<file path="config.mk">
export PLATFORM = sky130hd
export DESIGN_NAME = robot_sensor_conditioner_flat
export DESIGN_NICKNAME = d
export VERILOG_FILES = /design/src/rtl/robot_sensor_conditioner_if.sv /design/src/rtl/robot_sensor_conditioner.sv /design/src/flat_wrapper.sv
export SDC_FILE = /design/constraint.sdc
export NUM_CORES = 1
export LEC_CHECK = 0
export BUFFER_PORTS_ARGS = -buffer_cell sky130_fd_sc_hd__buf_2
export CAP_MARGIN = 20
export CORE_AREA = 2 2 102 113
export CTS_CLUSTER_DIAMETER = 150
export DETAILED_ROUTE_END_ITERATION = 10
export DIE_AREA = 0 0 104 115
export GPL_TIMING_DRIVEN = 1
export HOLD_SLACK_MARGIN = 0.03
export PLACE_DENSITY = 0.6
export SYNTH_ARGS = -nofsm -noshare
export SYNTH_HDL_FRONTEND = slang
export SYNTH_SLANG_ARGS = --single-unit
</file>
<file path="constraint.sdc">
create_clock -name clk -period 6.9 [get_ports clk]
set_input_delay 0.69 -clock clk [delete_from_list [all_inputs] [get_ports clk]]
set_output_delay 0.69 -clock clk [all_outputs]
set_load 0.03 [all_outputs]
</file>
<file path="src/rtl/robot_sensor_conditioner_if.sv">
// rtl/robot_sensor_conditioner_if.sv - sensor conditioner port bundle
// The raw_x input, the conditioned outputs and the glitch counters, with master/slave views.
interface robot_sensor_conditioner_if #(
  parameter int NCH = 5,
  parameter int CW  = 8
);
  logic [NCH-1:0]    raw_x;
  logic [NCH-1:0]    x_clean;
  logic [NCH-1:0]    x_rise;
  logic [NCH-1:0]    x_fall;
  logic              settled;
  logic [NCH*CW-1:0] glitch_cnt;

  modport master (
    output raw_x,
    input  x_clean,
    input  x_rise,
    input  x_fall,
    input  settled,
    input  glitch_cnt
  );

  modport slave (
    input  raw_x,
    output x_clean,
    output x_rise,
    output x_fall,
    output settled,
    output glitch_cnt
  );
endinterface

</file>
<file path="src/rtl/robot_sensor_conditioner.sv">
// rtl/robot_sensor_conditioner.sv - 2-flop sync + per-channel debounce, edge pulses, settled flag
// Optional per-channel glitch counters are built when GLITCH_CNT_EN is defined.
module robot_sensor_conditioner #(
  parameter int NCH        = 5,
  parameter int DEB_CYCLES = 4,
  parameter int CW         = 8
) (
  input logic                       clk,
  input logic                       rst,
  robot_sensor_conditioner_if.slave bus
);

  localparam logic [0:0]    ST_IDLE  = 1'b0;
  localparam logic [0:0]    ST_CHECK = 1'b1;
  localparam logic [CW-1:0] DEB_LAST = CW'(DEB_CYCLES);
  localparam int            SW       = CW + 1;
  localparam logic [SW-1:0] START_LAST = SW'(DEB_CYCLES + 2);

  if (DEB_CYCLES < 1 || DEB_CYCLES > (2**CW) - 1) begin : g_bad_deb
    $error("robot_sensor_conditioner: DEB_CYCLES out of range 1..2**CW-1");
  end

  logic [NCH-1:0]         sync1_q, sync1_d;
  logic [NCH-1:0]         sync2_q, sync2_d;
  logic [NCH-1:0]         state_q, state_d;
  logic [NCH-1:0][CW-1:0] cnt_q, cnt_d;
  logic [NCH-1:0]         clean_q, clean_d;
  logic [NCH-1:0]         rise_q, rise_d;
  logic [NCH-1:0]         fall_q, fall_d;
  logic [SW-1:0]          start_q, start_d;
  logic                   settled_q, settled_d;
`ifdef GLITCH_CNT_EN
  logic [NCH-1:0]         glitch_ev;
  logic [NCH-1:0][CW-1:0] gcnt_q, gcnt_d;
`endif

  always_comb begin
    sync1_d = bus.raw_x;
    sync2_d = sync1_q;
  end

  // Pulses default low so they last exactly one cycle after a commit edge.
  always_comb begin
    state_d = state_q;
    cnt_d   = cnt_q;
    clean_d = clean_q;
    rise_d  = '0;
    fall_d  = '0;
`ifdef GLITCH_CNT_EN
    glitch_ev = '0;
`endif
    for (int i = 0; i < NCH; i++) begin
      case (state_q[i])
        ST_IDLE: begin
          if (sync2_q[i] != clean_q[i]) begin
            state_d[i] = ST_CHECK;
            cnt_d[i]   = CW'(1);
          end
        end
        ST_CHECK: begin
          if (sync2_q[i] == clean_q[i]) begin
            state_d[i] = ST_IDLE;
            cnt_d[i]   = '0;
`ifdef GLITCH_CNT_EN
            glitch_ev[i] = 1'b1;
`endif
          end else if (cnt_q[i] == DEB_LAST) begin
            clean_d[i] = sync2_q[i];
            rise_d[i]  = sync2_q[i];
            fall_d[i]  = ~sync2_q[i];
            state_d[i] = ST_IDLE;
            cnt_d[i]   = '0;
          end else begin
            cnt_d[i] = cnt_q[i] + CW'(1);
          end
        end
        default: begin
          state_d[i] = ST_IDLE;
          cnt_d[i]   = '0;
        end
      endcase
    end
  end

  // Startup counter is one bit wider so DEB_CYCLES+2 never wraps.
  always_comb begin
    start_d   = start_q;
    settled_d = settled_q;
    if (!settled_q) begin
      start_d = start_q + SW'(1);
      if (start_d == START_LAST) begin
        settled_d = 1'b1;
      end
    end
  end

  always_ff @(posedge clk or posedge rst) begin
    if (rst) begin
      sync1_q   <= '0;
      sync2_q   <= '0;
      state_q   <= {NCH{ST_IDLE}};
      cnt_q     <= '0;
      clean_q   <= '0;
      rise_q    <= '0;
      fall_q    <= '0;
      start_q   <= '0;
      settled_q <= 1'b0;
    end else begin
      sync1_q   <= sync1_d;
      sync2_q   <= sync2_d;
      state_q   <= state_d;
      cnt_q     <= cnt_d;
      clean_q   <= clean_d;
      rise_q    <= rise_d;
      fall_q    <= fall_d;
      start_q   <= start_d;
      settled_q <= settled_d;
    end
  end

`ifdef GLITCH_CNT_EN
  always_comb begin
    gcnt_d = gcnt_q;
    for (int i = 0; i < NCH; i++) begin
      if (glitch_ev[i] && (gcnt_q[i] != {CW{1'b1}})) begin
        gcnt_d[i] = gcnt_q[i] + CW'(1);
      end
    end
  end

  always_ff @(posedge clk or posedge rst) begin
    if (rst) begin
      gcnt_q <= '0;
    end else begin
      gcnt_q <= gcnt_d;
    end
  end

  assign bus.glitch_cnt = gcnt_q;
`else
  assign bus.glitch_cnt = '0;
`endif

  assign bus.x_clean = clean_q;
  assign bus.x_rise  = rise_q;
  assign bus.x_fall  = fall_q;
  assign bus.settled = settled_q;

endmodule

</file>
<file path="src/flat_wrapper.sv">
// flat-port wrapper written by rule: the top's interface ports become plain ports
module robot_sensor_conditioner_flat 
#(
  parameter int NCH        = 5,
  parameter int DEB_CYCLES = 4,
  parameter int CW         = 8
)
  (clk, rst, bus_raw_x, bus_x_clean, bus_x_rise, bus_x_fall, bus_settled, bus_glitch_cnt);
  robot_sensor_conditioner_if #(.NCH(NCH), .CW(CW)) bus_i ();
  input logic clk;
  input logic rst;
  input wire logic [$bits(bus_i.raw_x)-1:0] bus_raw_x;
  output wire logic [$bits(bus_i.x_clean)-1:0] bus_x_clean;
  output wire logic [$bits(bus_i.x_rise)-1:0] bus_x_rise;
  output wire logic [$bits(bus_i.x_fall)-1:0] bus_x_fall;
  output wire logic [$bits(bus_i.settled)-1:0] bus_settled;
  output wire logic [$bits(bus_i.glitch_cnt)-1:0] bus_glitch_cnt;
  assign bus_i.raw_x = bus_raw_x;
  assign bus_x_clean = bus_i.x_clean;
  assign bus_x_rise = bus_i.x_rise;
  assign bus_x_fall = bus_i.x_fall;
  assign bus_settled = bus_i.settled;
  assign bus_glitch_cnt = bus_i.glitch_cnt;
  robot_sensor_conditioner #(.NCH(NCH), .DEB_CYCLES(DEB_CYCLES), .CW(CW)) u_core (.clk(clk), .rst(rst), .bus(bus_i));
endmodule
</file>
==> reports/qor.yml <==
status: "complete, no violations"
synthXorXnorAreaFrac_pct: 5.72
worst_pin_slew_ps: 688
hp-class: "reg -> reg"
coreArea_um2: 10800
cts_tree: "built"
fillCellCount: 1065
pwr_density_cell_nw_per_um2: 345
max_stage_delay_ps: 590
wl_per_cell_um: 11.8
mappedNetlistArea_um2: 4140
place_hpwl_mm: 4.55
async_reset_ff_share_pct: 100
grt_setup_unrepaired: "no"
initial_core_util_pct: 38.3
cts_resized: 0
root_buffer: "clkbuf_16"
clk_latency_ps: 330
cp_slowest_cell: "a211oi_2"
rows: 40
drc: 0
r2r_slack_ps: 4960
vias: 2691
ys.flop_type: "dfrtp_1"
final_nets: 436
vdd_ir_drop_max_mv: 0.197
grtUsageTotal_pct: 12.3
dr.pass1.iters: 4
clock_sinks: 80
fin_crit_ps: 1940
hold_ws_ps: 346
synth_edf_count: 0
gp_congestion: 0.814
synth_mux_area_share_pct: 3.51
cp.arrival_ps: 2200
antenna_left: 0
clockBufferDepth: 2
avgViaCountPerCell: 4.73
drtIter0Drc: 100
grt_pass1_vias: 2592
crit_required_ps: 7160
critical_path.cell_chain: "inv_1 -> ha_1 -> and4bb_1 -> a211oi_2 -> or2b_1 -> a31oi_1"
yosysWarnings: 0
slew_headroom_pct: 54.0
final-hold-violation-count: 0
syn_avg_cell_area_um2: 10.7
cts.hold.buffers_added: 0
clkTransAtPathRegs_ps: 60
syn_to_final_growth_pct: 11.2
crit_path_start_kind: "register"
grt_max_degree: 81
dieArea_um2: 12000
antenna_found_initial: 0
synth_top_family_by_area: "simple AND/OR/NAND/NOR gates"
io_buffer_count: 22
dieWidth_um: 104
yosys_register_bits: 80
synth-compound-area-share_pct: 11.3
synth.yosys.seq_area_share_pct: 48.4
io_pins: 63
grt_pass1_wl_mm: 11.9
post-route-period-util_pct: 28.2
die_y_um: 115
fin_skew_ps: 5.08
synth.distinct_cells: 50
critical_path_class: "reg -> reg"
max_freq_mhz: 514
leakage_nw: 2.14
cts_setup_buffers: 0
routed_wl_mm: 6.69
drv_cap: 0
cts_made_buffers: 9
setup_tns_ps: 0
globalRouteOverflowTotal: 0
synth_fa_ha_area_share_pct: 3.63
final_max_slew_viol_count: 0
n_antenna_cell: 0
syn_inst: 387
synth-simple-area-share_pct: 17.9
finalSetupViolations: 0
cp_max_fo: 12
critPathCaptureType: "register"
cts.htree.levels: 3
drive_above_1_share_pct: 15.4
-- cells by family after synthesis --
logic type,Yosys count
flip-flops,80
other,1
multiplexers,13
AND/OR/NAND/NOR,125
buffers and inverters,62
AO/OA/AOI/OAI,67
adder cells (fa/ha/maj),12
XOR/XNOR,27
-- cell usage after synthesis (2+ instances only) --
| cell | instances | area (um2) |
|---|---|---|
| nor2_1 | 11 | 41.3 |
| ha_1 | 12 | 150 |
| or2b_1 | 2 | 15.0 |
| nor3_2 | 2 | 20.0 |
| a31oi_1 | 13 | 81.3 |
| a21oi_1 | 16 | 80.1 |
| a41oi_1 | 2 | 17.5 |
| mux2i_1 | 4 | 40.0 |
| inv_1 | 18 | 67.6 |
| or2_2 | 3 | 18.8 |
| xnor2_1 | 20 | 175 |
| a21o_1 | 5 | 37.5 |
| nand2b_1 | 6 | 37.5 |
| and3_1 | 7 | 43.8 |
| o211a_1 | 2 | 20.0 |
| and2_1 | 5 | 31.3 |
| o21ai_0 | 13 | 65.1 |
| xor2_1 | 7 | 61.3 |
| or3_1 | 2 | 12.5 |
| buf_4 | 42 | 315 |
| nor3b_1 | 11 | 82.6 |
| a221o_1 | 2 | 20.0 |
| nand4_1 | 6 | 37.5 |
| mux2_2 | 8 | 90.1 |
| nor4b_4 | 2 | 47.6 |
| and4bb_1 | 2 | 25.0 |
| dfrtp_1 | 80 | 2000 |
| a211oi_2 | 2 | 25.0 |
| nand3_1 | 18 | 90.1 |
| nor3_1 | 4 | 20.0 |
| nand2_1 | 37 | 139 |
| a22o_1 | 5 | 43.8 |
-- placed cells by master, fill, tap and decap left out, types with 12 or more instances in the layout --
cell type	instances
o21ai_0	13
nand2_1	37
inv_1	17
conb_1	40
a31oi_1	13
nand3_1	18
dfrtp_1	80
buf_2	22
ha_1	12
a21oi_1	16
xnor2_1	20
-- per-stage QoR --
stage | cells | power [mW] | instance area (um2) | utilization (%) | setup slack, ps
floorplan | 426 | 1.02 | 4280 | - | 4160
global placement | 552 | 1.08 | 4260 | 39.4 | 5040
detailed placement | 552 | 1.10 | 4260 | 39.4 | 4950
CTS | 568 | 1.60 | 4580 | 42.4 | 4950
global route | 569 | 1.70 | 4600 | 42.5 | 4750
finish | 569 | 1.58 | 4600 | 42.5 | 4960
-- critical path: cells and delay by family, from the launching register on --
kind	cells	cell delay (ps)
adders and majority gates	1	200
AOI/OAI and AO/OA	2	740
buffers and inverters	1	70
DFF	1	360
and+or+nand+nor	2	510
-- per-layer routing --
| layer | vias to the layer above | track usage [%] | share of wire, % |
|---|---|---|---|
| met2 | 63 | 19.3 | 46 |
| met1 | 1288 | 15.6 | 48 |
| met3 | 7 | 3.91 | 4.7 |
| met5 | - | 0 | 0 |
| li1 | 1333 | - | - |
| met4 | 0 | 5.77 | 1.2 |
-- layout make-up --
type                            count  area (um2)  share of cell area, %
Sequential cell                    80        2000                   43.5
Timing Repair Buffer               24         138                   2.99
Inverter                           18        68.8                   1.50
Tap cell                          147         184                   4.00
Clock inverter                      2        35.0                  0.762
Clock buffer                       14         284                   6.18
Multi-Input combinational cell    284        1890                   41.1
-- registers in the layout (all words and copies together) (netlist names) --
register            cells
u_core.cnt_q           40
u_core.state_q          5
u_core.sync1_q          5
u_core.sync2_q          5
u_core.bus.x_fall       5
u_core.bus.x_clean      5
u_core.start_q          9
u_core.bus.x_rise       5
u_core.bus.settled      1
-- power breakdown --
part	internal (mW)	leakage (nW)	total, mW	switching, mW
Combinational	0.175	0.941	0.460	0.285
Clock	0.319	0.159	0.495	0.176
Sequential	0.544	1.04	0.630	0.0857
Total	1.04	2.14	1.58	0.547
-- final timing paths --
| check | cells past startpoint | start | endpoint |
|---|---|---|---|
| max | 6 | u_core.cnt_q[8]$_DFFE_PP0P_ | u_core.cnt_q[10]$_DFFE_PP0P_ |
| min | 0 | u_core.sync1_q[0]$_DFF_PP0_ | u_core.sync2_q[0]$_DFF_PP0_ |
| max reg2reg | 6 | u_core.cnt_q[8]$_DFFE_PP0P_ | u_core.cnt_q[10]$_DFFE_PP0P_ |
| min reg2reg | 0 | u_core.sync1_q[0]$_DFF_PP0_ | u_core.sync2_q[0]$_DFF_PP0_ |
| max in group asynchronous | 4 | rst | u_core.sync2_q[1]$_DFF_PP0_ |
| min in group asynchronous | 3 | rst | u_core.cnt_q[32]$_DFFE_PP0P_ |
Power figures use the tool's default switching activity.
